$ cat config.mk
export PLATFORM = sky130hd
export DESIGN_NAME = hdmi_video_scheduler
export DESIGN_NICKNAME = d
export VERILOG_FILES = /design/src/rtl/hdmi_video_scheduler.sv
export SDC_FILE = /design/constraint.sdc
export NUM_CORES = 1
export LEC_CHECK = 0
export BUFFER_PORTS_ARGS = -buffer_cell sky130_fd_sc_hd__buf_2
export CELL_PAD_IN_SITES_DETAIL_PLACEMENT = 0
export CELL_PAD_IN_SITES_GLOBAL_PLACEMENT = 1
export CORE_MARGIN = 4
export CORE_UTILIZATION = 35
export CTS_BUF_LIST = sky130_fd_sc_hd__clkbuf_8
export CTS_CLUSTER_DIAMETER = 80
export CTS_CLUSTER_SIZE = 8
export DETAILED_ROUTE_END_ITERATION = 12
export PLACE_DENSITY = 0.77
export REMOVE_ABC_BUFFERS = 1
export SETUP_SLACK_MARGIN = 0.3
export SKIP_CTS_REPAIR_TIMING = 1
export SLEW_MARGIN = 20
export SYNTH_ARGS = -nofsm -noshare
export SYNTH_HDL_FRONTEND = slang
export SYNTH_SLANG_ARGS = --single-unit
$ cat constraint.sdc
create_clock -name pix_clk_i -period 3.1 [get_ports pix_clk_i]
set_input_delay 0.62 -clock pix_clk_i [delete_from_list [all_inputs] [get_ports pix_clk_i]]
set_output_delay 0.62 -clock pix_clk_i [all_outputs]
set_load 0.005 [all_outputs]
$ cat src/rtl/hdmi_video_scheduler.sv
// hdmi_video_scheduler
//   Sequences the per-pixel-clock period type of an HDMI link (control, video preamble,
//   video guard band, active video). Owns the raster counters and sync generation, drives
//   the mode/control inputs of the three TMDS encoder channels, handshakes pixels from the
//   frame source and records underflow.
//
// Ports
//   pix_clk_i      pixel clock, the only clock
//   reset_n_i      synchronous reset, active-low
//   enable_i       run the raster while 1; when 0 the current frame finishes, then idle
//   pix_valid_i    source has a pixel for this cycle
//   clr_status_i   pulse; clears underflow_o and uf_count_o
//   pix_ready_o    pixel consumed this cycle (same as de_o)
//   de_o           active video cycle
//   mode_o         0 control, 1 preamble, 2 guard band, 3 video
//   ctl_b_o        {vsync, hsync} to the blue encoder
//   ctl_g_o        {CTL1, CTL0} to the green encoder
//   ctl_r_o        {CTL3, CTL2} to the red encoder
//   row_o          line index described by the other outputs
//   column_o       pixel index described by the other outputs
//   frame_start_o  one-cycle pulse at row 0, column 0
//   running_o      1 while the sequencer is not idle
//   underflow_o    sticky; a pixel was missing during de_o
//   uf_count_o     saturating count of underflow cycles
//
// Every output is a register loaded from the next raster position and next state, so all
// of them describe the same cycle as row_o/column_o.

module hdmi_video_scheduler #(
  parameter int unsigned HACTIVE   = 640,
  parameter int unsigned HFPORCH   = 16,
  parameter int unsigned HSYNC     = 96,
  parameter int unsigned HBPORCH   = 48,
  parameter logic        HSYNC_POL = 1'b0,
  parameter int unsigned VACTIVE   = 480,
  parameter int unsigned VFPORCH   = 10,
  parameter int unsigned VSYNC     = 2,
  parameter int unsigned VBPORCH   = 33,
  parameter logic        VSYNC_POL = 1'b0,
  parameter int unsigned PRE_LEN   = 8,
  parameter int unsigned GB_LEN    = 2
) (
  input  logic        pix_clk_i,
  input  logic        reset_n_i,
  input  logic        enable_i,
  input  logic        pix_valid_i,
  input  logic        clr_status_i,
  output logic        pix_ready_o,
  output logic        de_o,
  output logic [1:0]  mode_o,
  output logic [1:0]  ctl_b_o,
  output logic [1:0]  ctl_g_o,
  output logic [1:0]  ctl_r_o,
  output logic [15:0] row_o,
  output logic [15:0] column_o,
  output logic        frame_start_o,
  output logic        running_o,
  output logic        underflow_o,
  output logic [15:0] uf_count_o
);

  localparam int unsigned HTOTAL = HACTIVE + HFPORCH + HSYNC + HBPORCH;
  localparam int unsigned VTOTAL = VACTIVE + VFPORCH + VSYNC + VBPORCH;

  localparam logic [15:0] HActW      = 16'(HACTIVE);
  localparam logic [15:0] HLastW     = 16'(HTOTAL - 1);
  localparam logic [15:0] HPreStartW = 16'(HTOTAL - PRE_LEN - GB_LEN);
  localparam logic [15:0] HGbStartW  = 16'(HTOTAL - GB_LEN);
  localparam logic [15:0] HSyncBegW  = 16'(HACTIVE + HFPORCH);
  localparam logic [15:0] HSyncEndW  = 16'(HACTIVE + HFPORCH + HSYNC);
  localparam logic [15:0] VActW      = 16'(VACTIVE);
  localparam logic [15:0] VActLastW  = 16'(VACTIVE - 1);
  localparam logic [15:0] VLastW     = 16'(VTOTAL - 1);
  localparam logic [15:0] VSyncBegW  = 16'(VACTIVE + VFPORCH);
  localparam logic [15:0] VSyncEndW  = 16'(VACTIVE + VFPORCH + VSYNC);

  localparam logic [1:0] ModeCtrl  = 2'd0;
  localparam logic [1:0] ModePre   = 2'd1;
  localparam logic [1:0] ModeGuard = 2'd2;
  localparam logic [1:0] ModeVideo = 2'd3;

  typedef enum logic [1:0] {StIdle, StRun, StDrain} state_e;

  state_e state_q, state_d;

  logic [15:0] row_q, row_d;
  logic [15:0] col_q, col_d;
  logic [1:0]  mode_q, mode_d;
  logic [1:0]  ctl_b_q, ctl_b_d;
  logic [1:0]  ctl_g_q, ctl_g_d;
  logic        de_q, de_d;
  logic        fs_q, fs_d;
  logic        running_q, running_d;
  logic        underflow_q, underflow_d;
  logic [15:0] uf_count_q, uf_count_d;

  logic frame_end;
  logic uf_event;

  assign frame_end = (row_q == VLastW) && (col_q == HLastW);
  // de_q describes the current cycle, so pix_valid_i is judged against it.
  assign uf_event  = de_q && !pix_valid_i;

  // State register.
  always_ff @(posedge pix_clk_i) begin
    if (!reset_n_i) begin
      state_q <= StIdle;
    end else begin
      state_q <= state_d;
    end
  end

  // Next-state logic.
  always_comb begin
    state_d = state_q;
    case (state_q)
      StIdle:  if (enable_i) state_d = StRun;
      StRun:   if (!enable_i) state_d = StDrain;
      StDrain: begin
        if (enable_i) begin
          state_d = StRun;
        end else if (frame_end) begin
          state_d = StIdle;
        end
      end
      default: state_d = StIdle;
    endcase
  end

  // Output logic: next raster position, then the decode of that position.
  always_comb begin
    logic active;
    logic next_line_active;
    logic in_pre;
    logic in_guard;

    // The raster only moves between two non-idle states; entering RUN shows the parked
    // position first, and falling back to IDLE parks at the top of vertical blanking.
    row_d = VActW;
    col_d = 16'd0;
    if ((state_q != StIdle) && (state_d != StIdle)) begin
      if (col_q == HLastW) begin
        col_d = 16'd0;
        row_d = (row_q == VLastW) ? 16'd0 : row_q + 16'd1;
      end else begin
        col_d = col_q + 16'd1;
        row_d = row_q;
      end
    end

    active           = (state_d != StIdle);
    next_line_active = (row_d == VLastW) || (row_d < VActLastW);
    in_pre   = active && next_line_active && (col_d >= HPreStartW) && (col_d < HGbStartW);
    in_guard = active && next_line_active && (col_d >= HGbStartW);

    de_d = active && (row_d < VActW) && (col_d < HActW);
    if (de_d) begin
      mode_d = ModeVideo;
    end else if (in_pre) begin
      mode_d = ModePre;
    end else if (in_guard) begin
      mode_d = ModeGuard;
    end else begin
      mode_d = ModeCtrl;
    end

    ctl_g_d    = in_pre ? 2'b01 : 2'b00;
    ctl_b_d[0] = ((col_d >= HSyncBegW) && (col_d < HSyncEndW)) ? HSYNC_POL : ~HSYNC_POL;
    ctl_b_d[1] = ((row_d >= VSyncBegW) && (row_d < VSyncEndW)) ? VSYNC_POL : ~VSYNC_POL;
    fs_d       = active && (row_d == 16'd0) && (col_d == 16'd0);
    running_d  = active;
  end

  // Underflow status: a coincident clear keeps only this cycle's event.
  always_comb begin
    underflow_d = underflow_q;
    uf_count_d  = uf_count_q;
    if (clr_status_i) begin
      underflow_d = uf_event;
      uf_count_d  = {15'd0, uf_event};
    end else if (uf_event) begin
      underflow_d = 1'b1;
      if (uf_count_q != 16'hFFFF) begin
        uf_count_d = uf_count_q + 16'd1;
      end
    end
  end

  always_ff @(posedge pix_clk_i) begin
    if (!reset_n_i) begin
      row_q       <= VActW;
      col_q       <= 16'd0;
      mode_q      <= ModeCtrl;
      ctl_b_q     <= {~VSYNC_POL, ~HSYNC_POL};
      ctl_g_q     <= 2'b00;
      de_q        <= 1'b0;
      fs_q        <= 1'b0;
      running_q   <= 1'b0;
      underflow_q <= 1'b0;
      uf_count_q  <= 16'd0;
    end else begin
      row_q       <= row_d;
      col_q       <= col_d;
      mode_q      <= mode_d;
      ctl_b_q     <= ctl_b_d;
      ctl_g_q     <= ctl_g_d;
      de_q        <= de_d;
      fs_q        <= fs_d;
      running_q   <= running_d;
      underflow_q <= underflow_d;
      uf_count_q  <= uf_count_d;
    end
  end

  assign pix_ready_o   = de_q;
  assign de_o          = de_q;
  assign mode_o        = mode_q;
  assign ctl_b_o       = ctl_b_q;
  assign ctl_g_o       = ctl_g_q;
  // CTL2/CTL3 are only meaningful for data islands, which this block never schedules.
  assign ctl_r_o       = 2'b00;
  assign row_o         = row_q;
  assign column_o      = col_q;
  assign frame_start_o = fs_q;
  assign running_o     = running_q;
  assign underflow_o   = underflow_q;
  assign uf_count_o    = uf_count_q;

endmodule

# Word level (Yosys, flattened, before mapping)
# Index checks and enable logic that the tools add are counted.
op_classes:
  add_sub_neg: 3
  n_lt_le_gt_ge: 10
  eq_ne: 6
  mux: 21
  bitwise_logic: 1
  reduce_logical: 25
op_table:
  columns: ["cell", "count"]
  rows:
  - ["$mux W16", 5]
  - ["$add A16 B1 Y16 const B", 3]
  - ["$eq A16 B10 Y1 const B", 3]
  - ["$ge A16 B10 Y1 const B", 3]
  - ["$lt A16 B10 Y1 const B", 3]
  - ["$lt A16 B9 Y1 const B", 3]
  - ["$logic_not A16 Y1", 2]
  - ["$ge A16 B9 Y1 const B", 1]
  - ["$ne A16 B16 Y1 const B", 1]
  - ["$mux W2", 7]
  - ["$logic_and A1 B1 Y1", 13]
  - ["$mux W1", 8]
  - ["$reduce_bool A2 Y1", 4]
  - ["$pmux W2 S3", 1]
  - ["$reduce_and A2 Y1", 2]
  - ["$eq A2 B1 Y1 const B", 1]
  - ["$eq A2 B2 Y1 const B", 1]
  - ["$logic_not A2 Y1", 1]
  - ["$reduce_or A2 Y1", 1]
  - ["$logic_not A1 Y1", 1]
  - ["$logic_or A1 B1 Y1", 1]
  - ["$not A1 Y1", 1]
word_totals:
  register_bits: 60
  output_inout_bits: 61
  elab_cells: 78

# Logic depth before layout (Yosys ltp)
logic_depth:
  ltp_word: 15
  mapped_depth: 11
  depth_no_buf: 10

# Worst setup path after synthesis
# OpenSTA, ideal clock, no wires.
synth_path:
  path_kind: "reg-to-reg"
  from: "register col_q[10] (netlist: column_o[10])"
  to: "register fs_q (netlist: frame_start_o)"
  setup_time_ps: 103
  t_arrival_ps: 2825
  setup_slack_ps: 171
  stages_incl_launch_ff: 11
  period_less_slack_ps: 2929
  cell_sequence: "dfxtp_1 -> buf_6 -> or3b_4 -> or4_1 -> buf_2 -> buf_2 -> nor3_2 -> xnor2_1 -> o21ai_0 -> or3_1 -> a2111oi_2"
synth_between:
  elab_chain_cells: 11
  word_cells_on_any_way: 16
  cone_classes: "add/sub: 1; eq/ne: 1; mux: 7; reduce/logical: 7"
synth_lines:
  columns: ["item", "line_no", "rtl"]
  rows:
  - ["start: declaration", "87", "logic [15:0] col_q, col_d;"]
  - ["start signal: assignment", "203", "col_q <= col_d;"]
  - ["$eq A16 B10 Y1", "100, 142", null]
  - ["$logic_and A1 B1 Y1", "100", "assign frame_end = (row_q == VLastW) && (col_q == HLastW);"]
  - ["$mux W2", "122", "end else if (frame_end) begin"]
  - ["$mux W2", "120", "if (enable_i) begin"]
  - ["$pmux W2 S3", "116", "case (state_q)"]
  - ["$reduce_bool A2 Y1", "141, 151", null]
  - ["$logic_and A1 B1 Y1", "141", "if ((state_q != StIdle) && (state_d != StIdle)) begin"]
  - ["$mux W16", "141", null]
  - ["$logic_not A16 Y1", "170", "fs_d = active && (row_d == 16'd0) && (col_d == 16'd0);"]
  - ["$logic_and A1 B1 Y1", "170", null]
  - ["$logic_and A1 B1 Y1 *", "170", null]
  - ["end signal: assignment", "208", "fs_q <= fs_d;"]
  - ["end: declaration", "92", "logic fs_q, fs_d;"]
# Every way passes the cells marked *; elsewhere a longest branch is shown, timed or not.
# A chain may end at the register's enable or synchronous reset.

# Worst setup path in the final report
layout_path:
  from: "register col_q[11] (netlist: column_o[11])"
  to: "register mode_q[1] (netlist: mode_o[1])"
layout_between:
  elab_chain_cells: 15
  word_cells_on_any_way: 29
  cone_classes: "add/sub: 1; order compare: 6; eq/ne: 2; mux: 10; reduce/logical: 10"
layout_lines:
  columns: ["item", "line_no", "rtl"]
  rows:
  - ["$eq A16 B10 Y1", "100, 142", null]
  - ["$logic_and A1 B1 Y1", "100", null]
  - ["$mux W2", "122", null]
  - ["$mux W2", "120", null]
  - ["$pmux W2 S3", "116", null]
  - ["$reduce_bool A2 Y1", "141, 151", null]
  - ["$logic_and A1 B1 Y1", "141", null]
  - ["$mux W16", "141", null]
  - ["$lt A16 B9 Y1 / $eq A16 B10 Y1 (equally long branches)", "152", "next_line_active = (row_d == VLastW) || (row_d < VActLastW);"]
  - ["$logic_or A1 B1 Y1", "152", null]
  - ["$logic_and A1 B1 Y1", "153, 154", null]
  - ["$logic_and A1 B1 Y1, on equally long branches", "154, 153", null]
  - ["$mux W2 / $logic_and A1 B1 Y1 (equally long branches)", "161, 153", null]
  - ["$mux W2", "159", "end else if (in_pre) begin"]
  - ["$mux W2 *", "157", "if (de_d) begin"]
  - ["end signal: assignment", "193", "mode_q <= ModeCtrl;"]
  - ["end signal: assignment", "204", "mode_q <= mode_d;"]
  - ["end: declaration", "88", "logic [1:0] mode_q, mode_d;"]
# Marked as above.

==> flow_summary.yaml <==
synth:
  netlist_instances: 452
  synth_edf_count: 0
  async_flop_share_pct: 0
  synth_seq_cells: 59
  synth_top_area_share_pct: 33.4
  ys_warn_count: 0
  ys_seq_area_share_pct: 33.4
  synth_top_flop_cell: "dfxtp_1"
  synth_area_leaders: "dfxtp_1, nor2_1, xnor2_1"
  netlist_area_um2: 3530
  synthDistinctLibCells: 62
  avgSynthCellArea_um2: 7.82
  yosys.area.top_type: "dfxtp_1"
grt:
  antenna_found_initial: 0
  grt_use_total_pct: 17.9
  grtUsageMet1_pct: 22.3
  grt_util_met2_pct: 30.0
  use_met3_pct: 4.84
  grt_max_degree: 16
  gr-total-overflow: 0
  grt_pass1_wl_mm: 16.6
  busiest_layer: "met2"
  grt_pass1_vias: 3379
setup_path:
  cp.arrival_ns: 3.05
  startpoint_type: "flip-flop"
  reg2regPathDepth: 8
  path_class: "flip-flop to flip-flop"
  slowest_delay_ns: 0.63
  critPathMaxFanout: 6
  cp_cell_sequence: "or3b_4 -> or4_4 -> buf_2 -> o31a_1 -> nor4b_4 -> a211oi_2 -> or2_0 -> a31o_2"
  cp.required_ns: 3.34
  critical_path.slowest_cell: "or4_4"
  endpoint_kind: "flip-flop"
sta:
  tightest_slew_ns: 0.590
  fin_crit_sh_pct: 90.6
  fin_tns_setup_ns: 0
  finalSetupViolations: 0
  hold_viol_final: 0
  max_slew_margin_pct: 60.6
  holdWs_ns: 0.492
  fin_skew_ns: 0.00845
  rsz0062_at_grt: "yes"
  maxSlewViolCount: 0
  clock.fmax_ghz: 0.356
  min_period_ns: 2.81
route:
  drt_wl_total_mm: 10.5
  initialDrtViolationCount: 179
  viasPerCell: 5.31
  drc: 0
  via_count: 3603
  ant_nets: 0
  dr.pass1.iters: 5
  routedWlPerCell_um: 15.4
hold_path:
  hold_depth: 2
  worstHoldPathType: "flip-flop to flip-flop"
layout:
  final_area_um2: 4610
  final_nets: 550
  syn_to_final_growth_pct: 30.4
  final_cell_count_no_fill: 679
  drive_gt1_share_pct: 29.1
  final_common_cell: "buf_2"
  final_cell_mix: "buf_2, nor2_1, dfxtp_1"
  n_antenna_cell: 0
floorplanning:
  core-area_um2: 9820
  die_x_um: 108
  core.rowCount: 36
  die_y_um: 108
  initial_core_util_pct: 36.0
  design.die.area_um2: 11800
  ios: 66
clock_tree:
  cts_buffers: 9
  clock_path_buffers: 2
  insertion_delay_ns: 0.35
  cts_tree: "built"
  cts_root_buf: "clkbuf_8"
  cts_sinks: 59
  clkTransAtPathRegs_ns: 0.07
  htree_levels: 3
outcome:
  status: "finished clean"
place:
  place_hpwl_mm: 7.73
  dpl-instance-area_um2: 4130
  dp.cells: 653
  gp_congestion: 0.911
  portBuffers: 62
power:
  power-per-cell-area_nw_per_um2: 338
  p_leak_nw: 1.82
  vdd_drop_max_mv: 0.226
  finalPower_mw: 1.56
run:
  drv_cap: 0
-- state kept, by name, summed over array words and instances (netlist names) --
signal,count
ctl_g_o,1
frame_start_o,1
mode_o,2
de_o,1
underflow_o,1
ctl_b_o,2
row_o,16
column_o,16
running_o,1
state_q,2
uf_count_o,16
-- layer usage --
metal / wire length [um] / part of all wire [%]
met4: 193 / 1.8
met3: 632 / 6.0
met1: 4640 / 44
met2: 4990 / 48
met5: 0 / 0
-- cell families (layout without fill, tap and decap cells) --
| logic type | after synthesis | count (layout) | synth area share, % |
|---|---|---|---|
| AO/OA/AOI/OAI | 68 | 68 | 13.2 |
| flip-flops | 59 | 59 | 33.4 |
| multiplexers | 4 | 4 | 1.17 |
| XOR/XNOR | 47 | 47 | 11.6 |
| AND/OR/NAND/NOR | 232 | 232 | 34.4 |
| adder cells (fa/ha/maj) | 4 | 4 | 1.42 |
| other | 1 | 3 | 0.106 |
| buffers and inverters | 37 | 129 | 4.67 |
-- synth_stat cells, drive strengths merged (3+ instances only) --
master	number
nor2	63
dfxtp	59
nand2	38
nand3	26
xnor2	26
nor3	21
xor2	21
clkbuf	20
o21ai	17
a21oi	15
and3	15
nand4	15
inv	9
buf	8
nor4	8
nand2b	7
or3	7
a211oi	6
and2	6
and4	5
o211ai	5
ha	4
nand4b	4
nor4b	4
mux2i	3
nor2b	3
o21a	3
or4	3
-- final timing paths --
| check | startpoint | end | slack, ns |
|---|---|---|---|
| worst max-delay path | column_o[11]$_SDFF_PN0_ | mode_o[1]$_SDFF_PN0_ | 0.29 |
| worst min-delay path | underflow_o$_SDFFE_PN0P_ | underflow_o$_SDFFE_PN0P_ | 0.49 |
| worst max register to register | column_o[11]$_SDFF_PN0_ | mode_o[1]$_SDFF_PN0_ | 0.29 |
| worst min register to register | underflow_o$_SDFFE_PN0P_ | underflow_o$_SDFFE_PN0P_ | 0.49 |
-- area by class of cell --
class	instances	area, um^2
Multi-Input combinational cell	358	2400
Clock inverter	7	76.3
Sequential cell	59	1180
Fill cell	1012	5210
Tap cell	133	166
Timing Repair Buffer	104	627
Inverter	9	33.8
Clock buffer	9	124
-- critical path: cells and delay by family (launching register included) --
family / cells / cell delay, ns
simple gates: 4 / 1.57
buf+inv: 1 / 0.20
flops: 1 / 0.31
compound gates: 3 / 0.62
-- per-stage QoR --
| step | worst slack, ns | utilization [%] |
|---|---|---|
| 2_1_floorplan | -0.219 | - |
| 3_3_place_gp | 0.0213 | 42.0 |
| 3_5_place_dp | -0.0207 | 42.0 |
| 4_1_cts | -0.0334 | 44.1 |
| 5_1_grt | 0.188 | 46.9 |
| 6_report | 0.291 | 46.9 |
-- power breakdown --
group          switching (mW)  internal (mW)
clock                   0.345          0.376
sequential            0.00440          0.761
combinational          0.0460         0.0258
(Power assumes the default switching activity.)
